$ cat src/rtl/fifo_rd_streamer.sv
// fifo_rd_streamer: pops an async FIFO read port into a 2-entry buffer and emits a framed valid/ready stream.
// Optional word-count statistics are enabled by defining RD_STREAM_STATS_EN.
module fifo_rd_streamer #(
  parameter int DSIZE   = 8,
  parameter int PKT_LEN = 4,
  parameter int CNT_W   = 16
) (
  input  logic             rclk,
  input  logic             rrst_n,
  input  logic             en,
  input  logic             rempty,
  input  logic [DSIZE-1:0] rdata,
  output logic             rinc,
  output logic             m_valid,
  output logic [DSIZE-1:0] m_data,
  output logic             m_last,
  input  logic             m_ready,
`ifdef RD_STREAM_STATS_EN
  output logic [CNT_W-1:0] word_cnt,
`endif
  output logic             busy
);
  localparam int BW = PKT_LEN > 1 ? $clog2(PKT_LEN) : 1;
  localparam logic [BW-1:0] LAST_BEAT = BW'(PKT_LEN - 1);
  typedef enum logic [1:0] {IDLE, ACTIVE, DRAIN} state_t;
  state_t           state_q, state_d;
  logic [1:0]       cnt_q, cnt_d;
  logic [DSIZE-1:0] buf0_q, buf0_d, buf1_q, buf1_d;
  logic [BW-1:0]    beat_q, beat_d;
  logic             pop;
  // rinc is gated by reset so no FIFO word is lost while the buffer is being cleared
  assign rinc    = rrst_n && en && !rempty && (cnt_q != 2'd2);
  assign m_valid = cnt_q != 2'd0;
  assign m_data  = buf0_q;
  assign m_last  = m_valid && (beat_q == LAST_BEAT);
  assign busy    = state_q != IDLE;
  assign pop     = m_valid && m_ready;
  always_comb begin
    cnt_d   = cnt_q + {1'b0, rinc} - {1'b0, pop};
    buf0_d  = (pop && cnt_q == 2'd2) ? buf1_q : (rinc && (cnt_q == 2'd0 || pop)) ? rdata : buf0_q;
    buf1_d  = (rinc && cnt_q == 2'd1 && !pop) ? rdata : buf1_q;
    beat_d  = !pop ? beat_q : (beat_q == LAST_BEAT) ? '0 : beat_q + BW'(1);
    state_d = en ? ACTIVE : (state_q == IDLE || cnt_d == 2'd0) ? IDLE : DRAIN;
  end
  always_ff @(posedge rclk) begin
    if (!rrst_n) begin
      state_q <= IDLE;
      cnt_q   <= '0;
      buf0_q  <= '0;
      buf1_q  <= '0;
      beat_q  <= '0;
    end else begin
      state_q <= state_d;
      cnt_q   <= cnt_d;
      buf0_q  <= buf0_d;
      buf1_q  <= buf1_d;
      beat_q  <= beat_d;
    end
  end
`ifdef RD_STREAM_STATS_EN
  logic [CNT_W-1:0] word_cnt_q;
  logic             last_seen_q;
  always_ff @(posedge rclk) begin
    if (!rrst_n) begin
      word_cnt_q  <= '0;
      last_seen_q <= 1'b0;
    end else begin
      if (pop && !(&word_cnt_q)) word_cnt_q <= word_cnt_q + CNT_W'(1);
      if (pop && m_last) last_seen_q <= 1'b1;
    end
  end
  assign word_cnt = word_cnt_q;
`endif
endmodule

$ cat config.mk
export PLATFORM = sky130hd
export DESIGN_NAME = fifo_rd_streamer
export DESIGN_NICKNAME = d
export VERILOG_FILES = /design/src/rtl/fifo_rd_streamer.sv
export SDC_FILE = /design/constraint.sdc
export NUM_CORES = 1
export LEC_CHECK = 0
export ABC_AREA = 1
export BUFFER_PORTS_ARGS = -buffer_cell sky130_fd_sc_hd__buf_2
export CORE_UTILIZATION = 45
export DETAILED_ROUTE_END_ITERATION = 6
export GPL_ROUTABILITY_DRIVEN = 0
export GPL_TIMING_DRIVEN = 0
export PLACE_DENSITY = 0.68
export SYNTH_ARGS = -nofsm -noshare
export SYNTH_HDL_FRONTEND = slang
export SYNTH_SLANG_ARGS = --single-unit
$ cat constraint.sdc
create_clock -name rclk -period 2.3 [get_ports rclk]
set_clock_uncertainty 0.1 [all_clocks]
set_input_delay 0.23 -clock rclk [delete_from_list [all_inputs] [get_ports rclk]]
set_output_delay 0.23 -clock rclk [all_outputs]
set_load 0.02 [all_outputs]
# == After elaboration in Yosys (flattened, before gate mapping) ==
# Index checks and enable logic that the tools add are counted.
# totals
register_bits,22
input_bits,13
out_inout_bits,12
word_cells,39
# classes
add_sub_neg,3
n_eq_ne,4
mux,5
bitwise_logic,1
n_reduce_logical,20
# op_table
operator,count
8-bit two-way mux,2
1-bit logical AND,9
2-bit logical NOT,3
2-bit nonzero test,3
"2-bit == test, second input constant",2
2-bit two-way mux,2
2-bit by 1-bit adder with 2-bit output,1
"2-bit by 1-bit adder with 2-bit output, second input constant",1
"2-bit by 1-bit == test with 1-bit output, second input constant",1
1-bit logical NOT,2
1-bit logical OR,2
"2-bit inequality test, second input constant",1
2-bit OR reduction,1
2-bit by 1-bit subtractor with 2-bit output,1
1-bit two-way mux,1
1-bit NOT,1

# == Logic depth before layout (Yosys ltp) ==
# Gate-level depths: netlist (run 1).
# depth
depth_word,9
mapped_depth,12
ltp_nobuf,11

# == Least setup slack after synthesis (run 1) ==
# OpenSTA, ideal clock, no wires.
# synth_path
path_kind,register to register
start,register cnt_q[1]
end,register state_q[1]
arrival_time_ps,1494
slack_ps,637
stages_incl_launch_ff,11
n_path_buf,0
path_cell_list,dfxtp_1 > inv_1 > nor2_4 > nor2_2 > ha_1 > inv_1 > nand2_1 > nand2_1 > nand2_1 > nand2_1 > a21oi_1
# synth_via
elab_chain_cells,7
elab_cells_between_ends,9
classes_between,add/sub (2); eq/ne (1); mux (1); reduce/logical (5)
# synth_rtl
element,line_no,text
"start, declared",27,"logic [1:0] cnt_q, cnt_d;"
"start signal, assigned",54,cnt_q <= cnt_d;
2-bit inequality test,32,assign rinc = rrst_n && en && !rempty && (cnt_q != 2'd2);
1-bit logical AND,32,
net rinc,13,"output logic rinc,"
2-bit by 1-bit adder with 2-bit output,39,"cnt_d = cnt_q + {1'b0, rinc} - {1'b0, pop};"
2-bit by 1-bit subtractor with 2-bit output,39,
2-bit logical NOT,43,state_d = en ? ACTIVE : (state_q == IDLE || cnt_d == 2'd0) ? IDLE : DRAIN;
1-bit logical OR,43,
2-bit two-way mux,43,
"end signal, assigned",53,state_q <= state_d;
"end, declared",26,"state_t state_q, state_d;"
# The timed path passes the listed nets, and every way through them passes these cells.
# A chain may end at the register's enable or synchronous reset.

# == Worst setup path after layout (run 1) ==
# layout_path
start,register cnt_q[1]
end,output port rinc
# layout_via
elab_chain_cells,2
# layout_rtl
element,line_no
2-bit inequality test,32
1-bit logical AND,32
"end, declared",13
# Every way passes these cells.

==> results.yml, run 1 <==
global_routing:
  grt_max_degree: 12
  grt_usage_pct: 19.58
  antenna_found_initial: 0
  gr-total-overflow: 0
  grt_pass1_wl_um: 4077
  grt_pass1_vias: 955
clocking:
  cts_tree: "done"
  post_cts_buffers: 0
  cts_hold_buffers: 0
  max-clock-path-buffers: 2
  clkTransAtPathRegs_ns: 0.12
  h-tree-depth: 1
  root_buffer: "clkbuf_4"
  cts_resized: 0
  cts_num_sinks: 22
  cts_buffers: 3
  clock_latency_ns: 0.31
timing:
  setup-tns-final_ns: 0
  setup_slack_ns: 0.3805
  worst_pin_slew_ns: 0.4703
  maxSlewHeadroom_pct: 68.61
  finalHoldViolCount: 0
  clock.fmax_ghz: 0.5210
  period_needed_ns: 1.920
  fin_crit_sh_pct: 83.46
  rsz0062_at_grt: "false"
  setup_violations: 0
  drv_slew: 0
setup_path:
  arrival_ns: 1.59
  cp.required_ns: 1.97
  r2r-start: "cnt_q[1]"
  start_kind: "register"
  r2r-end: "state_q[1]"
  r2r_cells: 10
  critPathKind: "reg -> out"
  crit_chain: "inv_1 -> nor2_4 -> nor2_2 -> buf_2"
  cp_slowest_stage_delay_ns: 0.41
  path_max_fanout: 10
  slowest_stage: "nor2_2"
  endpoint: "rinc"
  timing.critical_path.from: "cnt_q[1]"
  rrSetupSlack_ns: 0.46
  end_kind: "output pin"
die:
  die_area_sq_mm: 0.002920
  io_pins: 25
  die_w_um: 54.04
  die_h_um: 54.04
  coreArea_sq_mm: 0.002522
  start_util_pct: 48.31
  placementRows: 18
power:
  peakVddDrop_v: 0.0005112
  powerDensity_mw_per_mm2: 962.1
  leakage_nw: 0.7652
yosys:
  netlist_area_sq_mm: 0.001219
  synthAdderAreaFrac_pct: 3.080
  synth_top_family_by_area: "simple AND/OR/NAND/NOR gates"
  synthCells: 182
  synthXorXnorAreaFrac_pct: 0
  synth.area.mux_share_pct: 0
  seq_area_frac_synth_pct: 36.14
  ys_types: 20
  yosys_warnings: 0
  yosys.area_share.simple_pct: 45.79
  synth_area_per_cell_sq_um: 6.696
  synth_compound_area_share_pct: 1.232
  postSynthNetCount: 198
  synth-seq-cells: 22
detailed_routing:
  avgViaCountPerCell: 4.601
  drt_iter0_markers: 21
  final_antenna_net_count: 0
  routed_wirelength_um: 2443
  dr_wl_met2_um: 1186
  vias: 1095
  wl_met3_um: 127
  avgRoutedWirePerCell_um: 10.26
  wl_met1_um: 1118
  route.detailed.drc: 0
  firstDrtPassIters: 4
  top_layer_used: "met4"
min_path:
  min_path_type: "in -> reg"
  holdPathStages: 3
final_layout:
  nets: 226
  syn2layout_area_growth_pct: 14.37
  num_antenna_cells: 0
  mostFrequentLayoutCell: "nand2_1"
  most-common-layout-cells: "nand2_1, nor2_1, inv_1"
  drive_above_1_share_pct: 27.88
  utilization_pct: 55.26
place:
  dp.final_hpwl_um: 1802
  pre_cts_ws_ns: 0.4786
  io_buffers: 23
run_status:
  status: "finished, final reports clean"
flow_run:
  maxCapViolations: 0
[layer usage]
metal	vias up	global-route usage [%]
li1	592	-
met1	477	24.71
met2	24	33.33
met3	2	5.932
met4	0	2.564
met5	-	0
[cells in the mapped netlist, drive strengths merged]
cell type	instances	area (sq um)
clkbuf	2	21.27
dfxtp	22	440.4
ha	3	37.54
buf	2	27.53
inv	31	118.9
a21oi	1	5.000
nand3b	1	7.510
nand3	20	100.1
o21ai	2	10.01
or2	1	6.260
nand2	52	225.2
nor2	45	219.0
[cells by family (layout without fill, tap and decap cells)]
| kind of cell | after synthesis | in the layout |
|---|---|---|
| adder cells (fa/ha/maj) | 3 | 3 |
| AND/OR/NAND/NOR | 119 | 119 |
| buffers and inverters | 35 | 61 |
| flip-flops | 22 | 22 |
| AO/OA/AOI/OAI | 3 | 3 |
[critical path: cells and delay by family, from the launching register on]
kind / cells / cell delay [ns]
flops: 1 / 0.38
buf+inv: 2 / 0.40
simple gates: 2 / 0.50
[power by group]
| part | leakage (nW) | switching, mW | internal, mW | total (mW) |
|---|---|---|---|---|
| Combinational | 0.572 | 0.413 | 0.232 | 0.645 |
| Sequential | 0.179 | 0.0503 | 0.465 | 0.515 |
| Clock | 0.0138 | 0.119 | 0.0613 | 0.180 |
[layout make-up]
cell class / count / area (sq um)
multi-input combinational: 125 / 610.6
fill: 264 / 1129
clock buffer: 3 / 22.52
sequential: 22 / 440.4
buffer: 4 / 48.80
timing repair buffer: 23 / 115.1
inverter: 31 / 118.9
tap: 30 / 37.54
[flip-flops by register name, indices dropped and copies added, names as in the netlist]
register,count
state_q,2
beat_q,2
m_data,8
buf1_q,8
cnt_q,2
[per-stage QoR]
step	hold slack [ns]	power, mW	instance area, sq um	std cells
after detailed placement	0.3737	1.175	1371	235
after global placement	0.3615	1.160	1371	235
after CTS	0.04751	1.352	1394	238
after floorplan	0.2415	1.023	1219	182
after global routing	0.05859	1.462	1394	238
final	0.04489	1.341	1394	238
[worst min path at each step]
stage	from	endpoint	slack, ns
after global routing	en	state_q[0]	0.06
after detailed placement	buf1_q[5]	buf1_q[5]	0.37
after floorplan	en	state_q[0]	0.24
after CTS	en	state_q[0]	0.05
final	en	state_q[0]	0.04
after global placement	en	state_q[0]	0.36
Power figures use the tool's default switching activity.
==> run 2, diff against run 1 <==
==> constraint.sdc (replaced) <==
create_clock -name rclk -period 1.8 [get_ports rclk]
set_clock_uncertainty 0.1 [all_clocks]
set_input_delay 0.18 -clock rclk [delete_from_list [all_inputs] [get_ports rclk]]
set_output_delay 0.18 -clock rclk [all_outputs]
set_load 0.02 [all_outputs]
==> run 2 against run 1 <==
Effect of this change:
- first-iteration DRC count up 43%
- combinational power up 32%
- clock-buffer cell count unchanged
==> results.yml, run 2 (synthesized netlist as in run 1, its figures left out) <==
run_status:
  status: "finished, final reports clean"
setup_path:
  cp_slowest_stage_delay_ns: 0.53
  end_kind: "output pin"
  path_buf_inv: 3
  slowest_stage: "dlygate4sd3_1"
  r2r_cells: 10
  critPathKind: "in -> out"
  r2r-end: "state_q[1]"
  timing.critical_path.from: "en"
  cp.depth: 5
  rrSetupSlack_ns: 0.15
  crit_chain: "dlygate4sd3_1 -> buf_2 -> nand3_2 -> nor2_4 -> buf_2"
  start_kind: "input pin"
  cpMostUsedCell: "buf_2"
  cp.required_ns: 1.52
  path_max_fanout: 6
  r2r-start: "cnt_q[1]"
  arrival_ns: 1.37
  crit_family: "buffers and inverters"
  endpoint: "rinc"
clocking:
  root_buffer: "clkbuf_4"
  h-tree-depth: 1
  cts_buffers: 3
  clkTransAtPathRegs_ns: 0.12
  cts_tree: "done"
  max-clock-path-buffers: 2
  clock_latency_ns: 0.31
  cts_num_sinks: 22
final_layout:
  mostFrequentLayoutCell: "nand2_1"
  register_area_sq_um: 445.4
  multi_input_area_sq_um: 628.1
  final_cells: 241
  nets: 229
  most-common-layout-cells: "nand2_1, inv_1, nor2_1"
  syn2layout_area_growth_pct: 18.27
  nFillCells: 256
  drive_above_1_share_pct: 30.33
  num_antenna_cells: 0
  utilization_pct: 57.14
  fin_area_sq_mm: 0.001441
power:
  peakVddDrop_v: 0.0006606
  power_mw: 1.754
  powerDensity_mw_per_mm2: 1217
  leakage_nw: 0.7831
place:
  place_area_sq_mm: 0.001371
  placed_cells: 235
  dp.final_hpwl_um: 1802
  io_buffers: 23
  pre_cts_ws_ns: -0.02138
detailed_routing:
  drt_iter0_markers: 30
  final_antenna_net_count: 0
  avgRoutedWirePerCell_um: 10.40
  firstDrtPassIters: 4
  routed_wirelength_um: 2506
  vias: 1115
  avgViaCountPerCell: 4.627
  route.detailed.drc: 0
timing:
  fin_crit_sh_pct: 91.92
  setup-tns-final_ns: 0
  maxSlewHeadroom_pct: 75.16
  finalHoldWorstSlack_ns: 0.05053
  clock.fmax_ghz: 0.6044
  period_needed_ns: 1.655
  rsz0062_at_grt: "false"
  finalHoldViolCount: 0
  worst_pin_slew_ns: 0.3716
  setup_slack_ns: 0.1454
  setup_violations: 0
  drv_slew: 0
die:
  die_w_um: 54.04
  die_area_sq_mm: 0.002920
  io_pins: 25
  placementRows: 18
  die_h_um: 54.04
  start_util_pct: 48.31
  coreArea_sq_mm: 0.002522
global_routing:
  gr-total-overflow: 0
  grt_pass1_wl_um: 4140
  grt_usage_pct: 19.81
  grt_pass1_vias: 968
  grt_max_degree: 12
  antenna_found_initial: 0
flow_run:
  maxCapViolations: 0
min_path:
  min_path_type: "in -> reg"
run 2: tightest hold or removal path: cells and delay by family:
family,cells,cell delay (ns)
buf+inv,2,0.18
simple gates,1,0.08
run 2: how the worst min path moves through the flow:
| stage | start | to | slack (ns) | cells past startpoint |
|---|---|---|---|---|
| global placement | en | state_q[0] | 0.31 | 3 |
| floorplan | en | state_q[0] | 0.19 | 2 |
| finish | rrst_n | state_q[0] | 0.05 | 3 |
| CTS | rrst_n | state_q[0] | 0.04 | 3 |
| global route | rrst_n | state_q[1] | 0.06 | 3 |
| detailed placement | en | state_q[0] | 0.32 | 3 |
run 2: layout make-up:
class	count	area share, %
inverter	31	8.247
buffer	4	3.385
sequential	22	30.90
timing repair buffer	26	9.722
tap	30	2.604
clock buffer	3	1.563
multi-input combinational	125	43.58
run 2: power by group:
part	internal, mW	switching [mW]
sequential	0.600	0.0698
clock	0.0783	0.154
combinational	0.310	0.541
run 2: metal layers:
layer | vias up | wire length (um) | track usage, %
met5 | - | 0 | 0
met4 | 0 | 12 | 2.564
met3 | 2 | 122 | 5.932
met2 | 25 | 1171 | 34.16
met1 | 487 | 1199 | 24.71
li1 | 601 | - | -
run 2: timing repair:
action | 4_1_cts | 5_1_grt
gates resized for setup | 3 | 4
endpoints found under the setup margin | 2 | 3
setup buffers | 0 | 2
pin swaps | 0 | 1
hold buffers | 1 | 0
endpoints found under the hold margin | 1 | 0
